$ cat src/rtl/mem_port_16b_if.sv
// mem_port_16b_if: request side (ALU/register bank) and 8-bit external req/ack bus of the load/store port.
interface mem_port_16b_if;
   logic        start;
   logic        wr;
   logic        wide;
   logic [15:0] addr;
   logic [15:0] wdata;
   logic        busy;
   logic        done;
   logic        err;
   logic [15:0] t16;
   logic [15:0] bus_addr;
   logic [7:0]  bus_wdata;
   logic        bus_we;
   logic        bus_req;
   logic [7:0]  bus_rdata;
   logic        bus_ack;
   modport master (
      input  start, wr, wide, addr, wdata, bus_rdata, bus_ack,
      output busy, done, err, t16, bus_addr, bus_wdata, bus_we, bus_req
   );
   modport slave (
      output start, wr, wide, addr, wdata, bus_rdata, bus_ack,
      input  busy, done, err, t16, bus_addr, bus_wdata, bus_we, bus_req
   );
endinterface

$ cat src/rtl/mem_port_16b.sv
// mem_port_16b: load/store stage splitting 8/16-bit accesses into little-endian byte cycles on a req/ack bus.
// MEM_PAGE_WRAP_EN keeps the second byte of a wide access inside the first byte's 256-byte page.
module mem_port_16b #(
   parameter int TIMEOUT_CYCLES = 16
) (
   input logic clk,
   input logic rst,
   mem_port_16b_if.master m
);
   typedef enum logic [1:0] {IDLE, B0, GAP, B1} state_t;
   localparam int CW = TIMEOUT_CYCLES > 0 ? $clog2(TIMEOUT_CYCLES + 1) : 1;
   localparam logic [CW-1:0] TLIM = CW'(TIMEOUT_CYCLES > 0 ? TIMEOUT_CYCLES - 1 : 0);
   state_t state, state_n;
   logic [CW-1:0] cnt, cnt_n;
   logic wide_q, wide_n, busy_n, done_n, err_n, req_n, we_n, tmo;
   logic [7:0] hi_q, hi_n, wd_n;
   logic [15:0] t16_n, addr_n, addr2;
`ifdef MEM_PAGE_WRAP_EN
   assign addr2 = {m.bus_addr[15:8], m.bus_addr[7:0] + 8'h01};
`else
   assign addr2 = m.bus_addr + 16'h0001;
`endif
   // abort on the edge that would complete the TIMEOUT_CYCLES-th unacknowledged cycle
   assign tmo = (TIMEOUT_CYCLES != 0) && (cnt == TLIM);
   always_comb begin
      state_n = state;
      cnt_n = cnt;
      wide_n = wide_q;
      hi_n = hi_q;
      done_n = 1'b0;
      err_n = 1'b0;
      req_n = m.bus_req;
      we_n = m.bus_we;
      addr_n = m.bus_addr;
      wd_n = m.bus_wdata;
      t16_n = m.t16;
      case (state)
         IDLE: if (m.start) begin
            state_n = B0;
            wide_n = m.wide;
            hi_n = m.wdata[15:8];
            addr_n = m.addr;
            we_n = m.wr;
            wd_n = m.wdata[7:0];
            req_n = 1'b1;
            cnt_n = '0;
         end
         B0, B1: if (m.bus_ack) begin
            if (!m.bus_we)
               t16_n = (state == B1) ? {m.bus_rdata, m.t16[7:0]} :
                       wide_q ? {m.t16[15:8], m.bus_rdata} : {8'h00, m.bus_rdata};
            req_n = 1'b0;
            done_n = (state == B1) || !wide_q;
            state_n = done_n ? IDLE : GAP;
         end else if (tmo) begin
            req_n = 1'b0;
            done_n = 1'b1;
            err_n = 1'b1;
            state_n = IDLE;
         end else begin
            cnt_n = cnt + 1'b1;
         end
         GAP: begin
            state_n = B1;
            addr_n = addr2;
            wd_n = hi_q;
            req_n = 1'b1;
            cnt_n = '0;
         end
         default: state_n = IDLE;
      endcase
      busy_n = state_n != IDLE;
   end
   always_ff @(posedge clk or posedge rst) begin
      if (rst) begin
         state <= IDLE;
         cnt <= '0;
         wide_q <= 1'b0;
         hi_q <= '0;
         m.busy <= 1'b0;
         m.done <= 1'b0;
         m.err <= 1'b0;
         m.bus_req <= 1'b0;
         m.bus_we <= 1'b0;
         m.bus_addr <= '0;
         m.bus_wdata <= '0;
         m.t16 <= '0;
      end else begin
         state <= state_n;
         cnt <= cnt_n;
         wide_q <= wide_n;
         hi_q <= hi_n;
         m.busy <= busy_n;
         m.done <= done_n;
         m.err <= err_n;
         m.bus_req <= req_n;
         m.bus_we <= we_n;
         m.bus_addr <= addr_n;
         m.bus_wdata <= wd_n;
         m.t16 <= t16_n;
      end
   end
endmodule

$ cat src/flat_wrapper.sv
// flat-port wrapper written by rule: the top's interface ports become plain ports
module mem_port_16b_flat 
#(
   parameter int TIMEOUT_CYCLES = 16
)
  (clk, rst, m_start, m_wr, m_wide, m_addr, m_wdata, m_bus_rdata, m_bus_ack, m_busy, m_done, m_err, m_t16, m_bus_addr, m_bus_wdata, m_bus_we, m_bus_req);
  mem_port_16b_if m_i ();
  input logic clk;
  input logic rst;
  input wire logic [$bits(m_i.start)-1:0] m_start;
  input wire logic [$bits(m_i.wr)-1:0] m_wr;
  input wire logic [$bits(m_i.wide)-1:0] m_wide;
  input wire logic [$bits(m_i.addr)-1:0] m_addr;
  input wire logic [$bits(m_i.wdata)-1:0] m_wdata;
  input wire logic [$bits(m_i.bus_rdata)-1:0] m_bus_rdata;
  input wire logic [$bits(m_i.bus_ack)-1:0] m_bus_ack;
  output wire logic [$bits(m_i.busy)-1:0] m_busy;
  output wire logic [$bits(m_i.done)-1:0] m_done;
  output wire logic [$bits(m_i.err)-1:0] m_err;
  output wire logic [$bits(m_i.t16)-1:0] m_t16;
  output wire logic [$bits(m_i.bus_addr)-1:0] m_bus_addr;
  output wire logic [$bits(m_i.bus_wdata)-1:0] m_bus_wdata;
  output wire logic [$bits(m_i.bus_we)-1:0] m_bus_we;
  output wire logic [$bits(m_i.bus_req)-1:0] m_bus_req;
  assign m_i.start = m_start;
  assign m_i.wr = m_wr;
  assign m_i.wide = m_wide;
  assign m_i.addr = m_addr;
  assign m_i.wdata = m_wdata;
  assign m_i.bus_rdata = m_bus_rdata;
  assign m_i.bus_ack = m_bus_ack;
  assign m_busy = m_i.busy;
  assign m_done = m_i.done;
  assign m_err = m_i.err;
  assign m_t16 = m_i.t16;
  assign m_bus_addr = m_i.bus_addr;
  assign m_bus_wdata = m_i.bus_wdata;
  assign m_bus_we = m_i.bus_we;
  assign m_bus_req = m_i.bus_req;
  mem_port_16b #(.TIMEOUT_CYCLES(TIMEOUT_CYCLES)) u_core (.clk(clk), .rst(rst), .m(m_i));
endmodule
$ cat config.mk
export PLATFORM = sky130hd
export DESIGN_NAME = mem_port_16b_flat
export DESIGN_NICKNAME = d
export VERILOG_FILES = /design/src/rtl/mem_port_16b_if.sv /design/src/rtl/mem_port_16b.sv /design/src/flat_wrapper.sv
export SDC_FILE = /design/constraint.sdc
export NUM_CORES = 1
export LEC_CHECK = 0
export BUFFER_PORTS_ARGS = -buffer_cell sky130_fd_sc_hd__buf_2
export CORE_MARGIN = 2
export CORE_UTILIZATION = 32
export DETAILED_ROUTE_END_ITERATION = 8
export PLACE_DENSITY = 0.66
export SLEW_MARGIN = 20
export SYNTH_ARGS = -nofsm -noshare
export SYNTH_HDL_FRONTEND = slang
export SYNTH_SLANG_ARGS = --single-unit
$ cat constraint.sdc
create_clock -name clk -period 4.9 [get_ports clk]
set_input_delay 0.98 -clock clk [delete_from_list [all_inputs] [get_ports clk]]
set_output_delay 0.98 -clock clk [all_outputs]
set_load 0.01 [all_outputs]
# Yosys cells after proc, flatten, opt, wreduce, memory -nomap -nowiden
# Index checks and enable logic that the tools add are counted.
# W data, S select, Z words.
# classes
eq_ne	9
mux	24
bitwise_logic	2
addsub	2
reduce_logical	12
# op_table
cell	count
$mux W16	3
$pmux W16 S2	1
$add A16 B1 Y16 const B	1
$pmux W8 S2	1
$mux W5	3
$pmux W5 S3	1
$mux W1	8
$mux W2	4
$mux W8	1
$ne A2 B2 Y1 const B	4
$reduce_and A4 Y1	2
$pmux W2 S3	1
$reduce_and A2 Y1	3
$add A5 B1 Y5 const B	1
$eq A5 B4 Y1 const B	1
$eq A2 B2 Y1 const B	2
$reduce_bool A2 Y1	2
$ne A3 B2 Y1 const B	1
$pmux W1 S3	1
$reduce_and A3 Y1	1
$eq A2 B1 Y1 const B	1
$logic_not A2 Y1	1
$not A1 Y1	2
$reduce_or A2 Y1	1
other kinds (2)	2
# word_totals
output_inout_bits	45
in_bits	46
regBits	61

# Logic depth before layout (Yosys ltp)
# depth
word_depth	6
depth_mapped	7
mapped_depth_nobuf	7

# Worst setup path before layout
# OpenSTA, ideal clock, no wires.
# synth_timing
path_kind	input to register
start	input m_start
end	register u_core.m.bus_addr[0]
slack_ps	2930
n_path_buf	2
stages	5
t_arrival_ps	1837
required_ps	4767
path_cell_list	clkbuf_1 > clkbuf_1 > a21oi_1 > o21ai_0 > o31ai_1
# synth_via
elab_chain_len	2
# synth_rtl
item	line_no	source
start: declaration	flat_wrapper.sv:10	input wire logic [$bits(m_i.start)-1:0] m_start;
$ne A2 B2 Y1 (no source line)	--	
$reduce_and A2 Y1 (no source line)	--	
end signal: assignment	mem_port_16b.sv:98	m.bus_addr <= addr_n;
end: declaration	mem_port_16b_if.sv:20	output busy, done, err, t16, bus_addr, bus_wdata, bus_we, bus_req
# Every way passes these cells.
# A chain may end at the register's enable or synchronous reset.

# Worst setup path after layout
# layout_timing
start	input m_start
end	register u_core.m.bus_addr[3]
# The elaborated chain is that of the path after synthesis.

==> key figures <==
Global routing
  • Overflow left after global routing: 0
  • Met2 capacity usage during global routing: 25.7%
  • Largest net degree at the start of global routing: 62
  • Number of antenna violations at the first check in global routing: 0
  • Met3 routing resource usage after global routing: 4.89%
  • Global-route wire length before repair: 12,400 um
  • GR met1 Demand/Resource: 22.1%
  • Overall fraction of global-route tracks in use: 16.2%
  • Most used routing layer: met2
  • Vias in the first global route: 2,393

Clock network
  • Number of buffers inserted for hold repair after clock tree synthesis: 0
  • Post-CTS setup repair buffer count: 0
  • Number of buffers between clock root and the deepest sink: 2
  • Number of buffers inserted during clock tree synthesis: 9
  • Number of H-tree branching levels: 3
  • Root buffer cell: sky130_fd_sc_hd__clkbuf_8
  • Clock transition at the registers of the reported paths: 0.07 ns
  • Clock tree from TritonCTS: built
  • TritonCTS sink count: 61
  • Clock Latency Late Sink: 0.34 ns
  • CTS resizes: 0

Worst setup path
  • Nature of the critical path startpoint: primary input
  • Crit path capture type: register
  • Cells along the critical path: buf_2, nand2b_1, nor2_2, o2bb2ai_1, a31o_2
  • Critical path class: primary input to register
  • Largest fanout of any net on the critical path: 21
  • Endpoint arrival time on the critical path: 2.71 ns
  • Reg2reg setup slack: 2.79 ns
  • Largest stage delay on the critical path: 0.74 ns
  • CP required: 5.17 ns
  • Critical-path top delay cell: sky130_fd_sc_hd__nor2_2

Synthesis
  • Number of register bits inferred by synthesis: 61
  • Post-synthesis instance total: 274
  • Synth warn: 0
  • Synthesized netlist net count: 323
  • Per-instance average area after synthesis: 10.5 um2
  • Distinct cells, synth: 53
  • Post-synthesis sequential area ratio: 52.8%
  • Post-Syn Area: 2890 um2

Power and ir drop
  • Cell internal pwr: 1.41 mW
  • NetSw: 0.893 mW
  • Peak supply drop: 0.290 mV
  • Power Density: 633 nW/um2
  • Share of power burned in the clock network: 21.8%
  • Combinational cell fraction of total power: 35.8%
  • Seq pwr share: 42.5%
  • Lkg Pwr: 1.73 nW
  • Total power: 2.30 mW
  • Sw frac: 38.7%

Routing
  • Post-route antenna net violation count: 0
  • Wire length per cell after detailed routing: 16.1 um
  • Total number of vias: 2,484
  • Drt drc: 0
  • DR pass1 iterations: 4
  • Total routed wirelength: 7680 um
  • Detailed Route Iter0 Violations: 115
  • Via density: 5.22

Placement
  • Buffers added on ports: 90
  • Number of cells after detailed placement: 460
  • Final estimated routing congestion in global placement: 0.766
  • Sum of net half-perimeters after detailed placement: 5480 um

Timing
  • Final clock period utilization by the worst path: 49.7%
  • Setup repair after global routing missed its margin: false
  • Clock Skew: 0.00693 ns
  • Setup tns final: 0 ns
  • Max transition margin: 40.0%
  • Max Fclk: 411 MHz
  • Final count of negative-setup-slack endpoints: 0
  • Period minus WS final: 2.43 ns
  • Count of pins over their slew limit: 0
  • Worst-margin pin slew: 0.899 ns
  • Number of hold violations in the final report: 0

Finish
  • Count of antenna diodes in the layout: 0
  • Combined area of the multi-input logic cells: 1260 um2
  • Fraction of layout instances using a drive strength above 1: 36.1%
  • Reg area: 1530 um2
  • Area Growth Syn to Fin: 26.0%
  • Final Net Count: 412
  • Most frequent standard cell in the layout excluding fill and tap cells: sky130_fd_sc_hd__buf_2
  • Number of non-filler instances in the completed layout: 476
  • Number of fill cells: 846
  • Most frequent cells in the layout: sky130_fd_sc_hd__buf_2, sky130_fd_sc_hd__dfrtp_1, sky130_fd_sc_hd__nand2_1

Floorplan
  • Cell Rows: 34
  • Vertical die dimension: 99.0 um
  • Initial Utilization: 33.1%
  • Die X: 99.0 um
  • Number of top-level design ports: 91
  • Placeable core region: 8720 um2
  • Floorplan die area: 9810 um2

Outcome
  • Outcome: complete, no violations

Worst hold path
  • Hold/Removal Path Class: register to register

Flow run
  • Max-cap check violation count: 0
[critical path: cells and delay by family]
kind | cells | cell delay [ns]
buffers and inverters | 1 | 0.32
AOI/OAI and AO/OA | 2 | 0.31
and+or+nand+nor | 2 | 1.09
[Yosys cell counts (all sizes together)]
cell type	number	area, um2
xor2	2	17.5
ha	3	37.5
o211ai	4	40.0
o22a	4	35.0
nand2b	3	26.3
a22o	8	70.1
o22ai	20	125
o2bb2ai	1	8.76
a31o	1	8.76
clkbuf	5	18.8
inv	8	30.0
and4	1	8.76
or3	1	6.26
mux2	8	90.1
a31oi	2	12.5
mux2i	4	40.0
o21a	1	7.51
o311ai	7	76.3
nor2	8	35.0
nor3	4	42.5
a32o	2	20.0
and2	1	6.26
nor4	5	31.3
and2b	1	8.76
dfrtp	61	1530
nand3b	1	7.51
nor2b	1	8.76
nor3b	4	30.0
buf	8	52.6
nand2	48	180
or2	2	15.0
a21oi	15	75.1
o21ai	7	38.8
o31ai	2	15.0
a22oi	1	7.51
and3	3	18.8
a21o	1	7.51
nand4	5	37.5
or3b	1	8.76
nand3	9	50.1
or4	1	7.51
[kinds of logic (layout without fill, tap and decap cells)]
family / Yosys count / count (layout) / synth area share, %
xor gates and xnor gates: 2 / 2 / 0.606
muxes: 12 / 12 / 4.50
buffers and inverters: 21 / 115 / 3.51
and+or+nand+nor: 99 / 99 / 18.3
adders and majority gates: 3 / 3 / 1.30
DFF: 61 / 61 / 52.8
AOI/OAI and AO/OA: 76 / 76 / 19.0
[flip-flops by register name, summed over array words and instances, names as in the netlist, 2 cells and up]
register,cells
u_core.hi_q,8
u_core.m.bus_addr,16
u_core.cnt,5
u_core.m.t16,16
u_core.m.bus_wdata,8
u_core.state,2
[power by group through the flow]
stage	Clock (mW)	Sequential [mW]	Combinational, mW
global placement	0	0.977	0.818
detailed placement	0	0.985	0.839
floorplan	0	1.00	0.492
global route	0.544	1.02	0.921
finish	0.501	0.978	0.825
CTS	0.519	0.976	0.841
[stage by stage]
step / cell area [um2] / setup slack, ns / hold slack (ns) / utilization [%]
6_report: 3640 / 2.47 / 0.472 / 41.8
3_3_place_gp: 3410 / 2.20 / 0.451 / 39.1
3_5_place_dp: 3410 / 2.07 / 0.457 / 39.1
5_1_grt: 3640 / 2.33 / 0.502 / 41.8
4_1_cts: 3640 / 2.44 / 0.474 / 41.8
2_1_floorplan: 2890 / 2.41 / 0.437 / -
[cell type report]
class	count	share of cell area, %
sequential	61	41.9
inverter	8	0.824
multi-input combinational	192	34.7
clock inverter	2	1.03
timing repair buffer	91	12.6
tap	108	3.71
clock buffer	14	5.29
[final timing paths]
kind | start | end | cells after the start
max | m_start | u_core.m.bus_addr[3] | 5
min | u_core.hi_q[7] | u_core.hi_q[7] | 2
max reg2reg | u_core.state[1] | u_core.m.bus_addr[8] | 4
min reg2reg | u_core.hi_q[7] | u_core.hi_q[7] | 2
max in group asynchronous | rst | u_core.hi_q[3] | 3
min in group asynchronous | rst | u_core.m.t16[14] | 3
[metal layers]
| metal | vias up | share of wire, % |
|---|---|---|
| met5 | - | 0 |
| met4 | 0 | 0.82 |
| met3 | 6 | 6.6 |
| met2 | 82 | 50 |
| met1 | 1194 | 43 |
| li1 | 1202 | - |
Power figures use the tool's default switching activity.
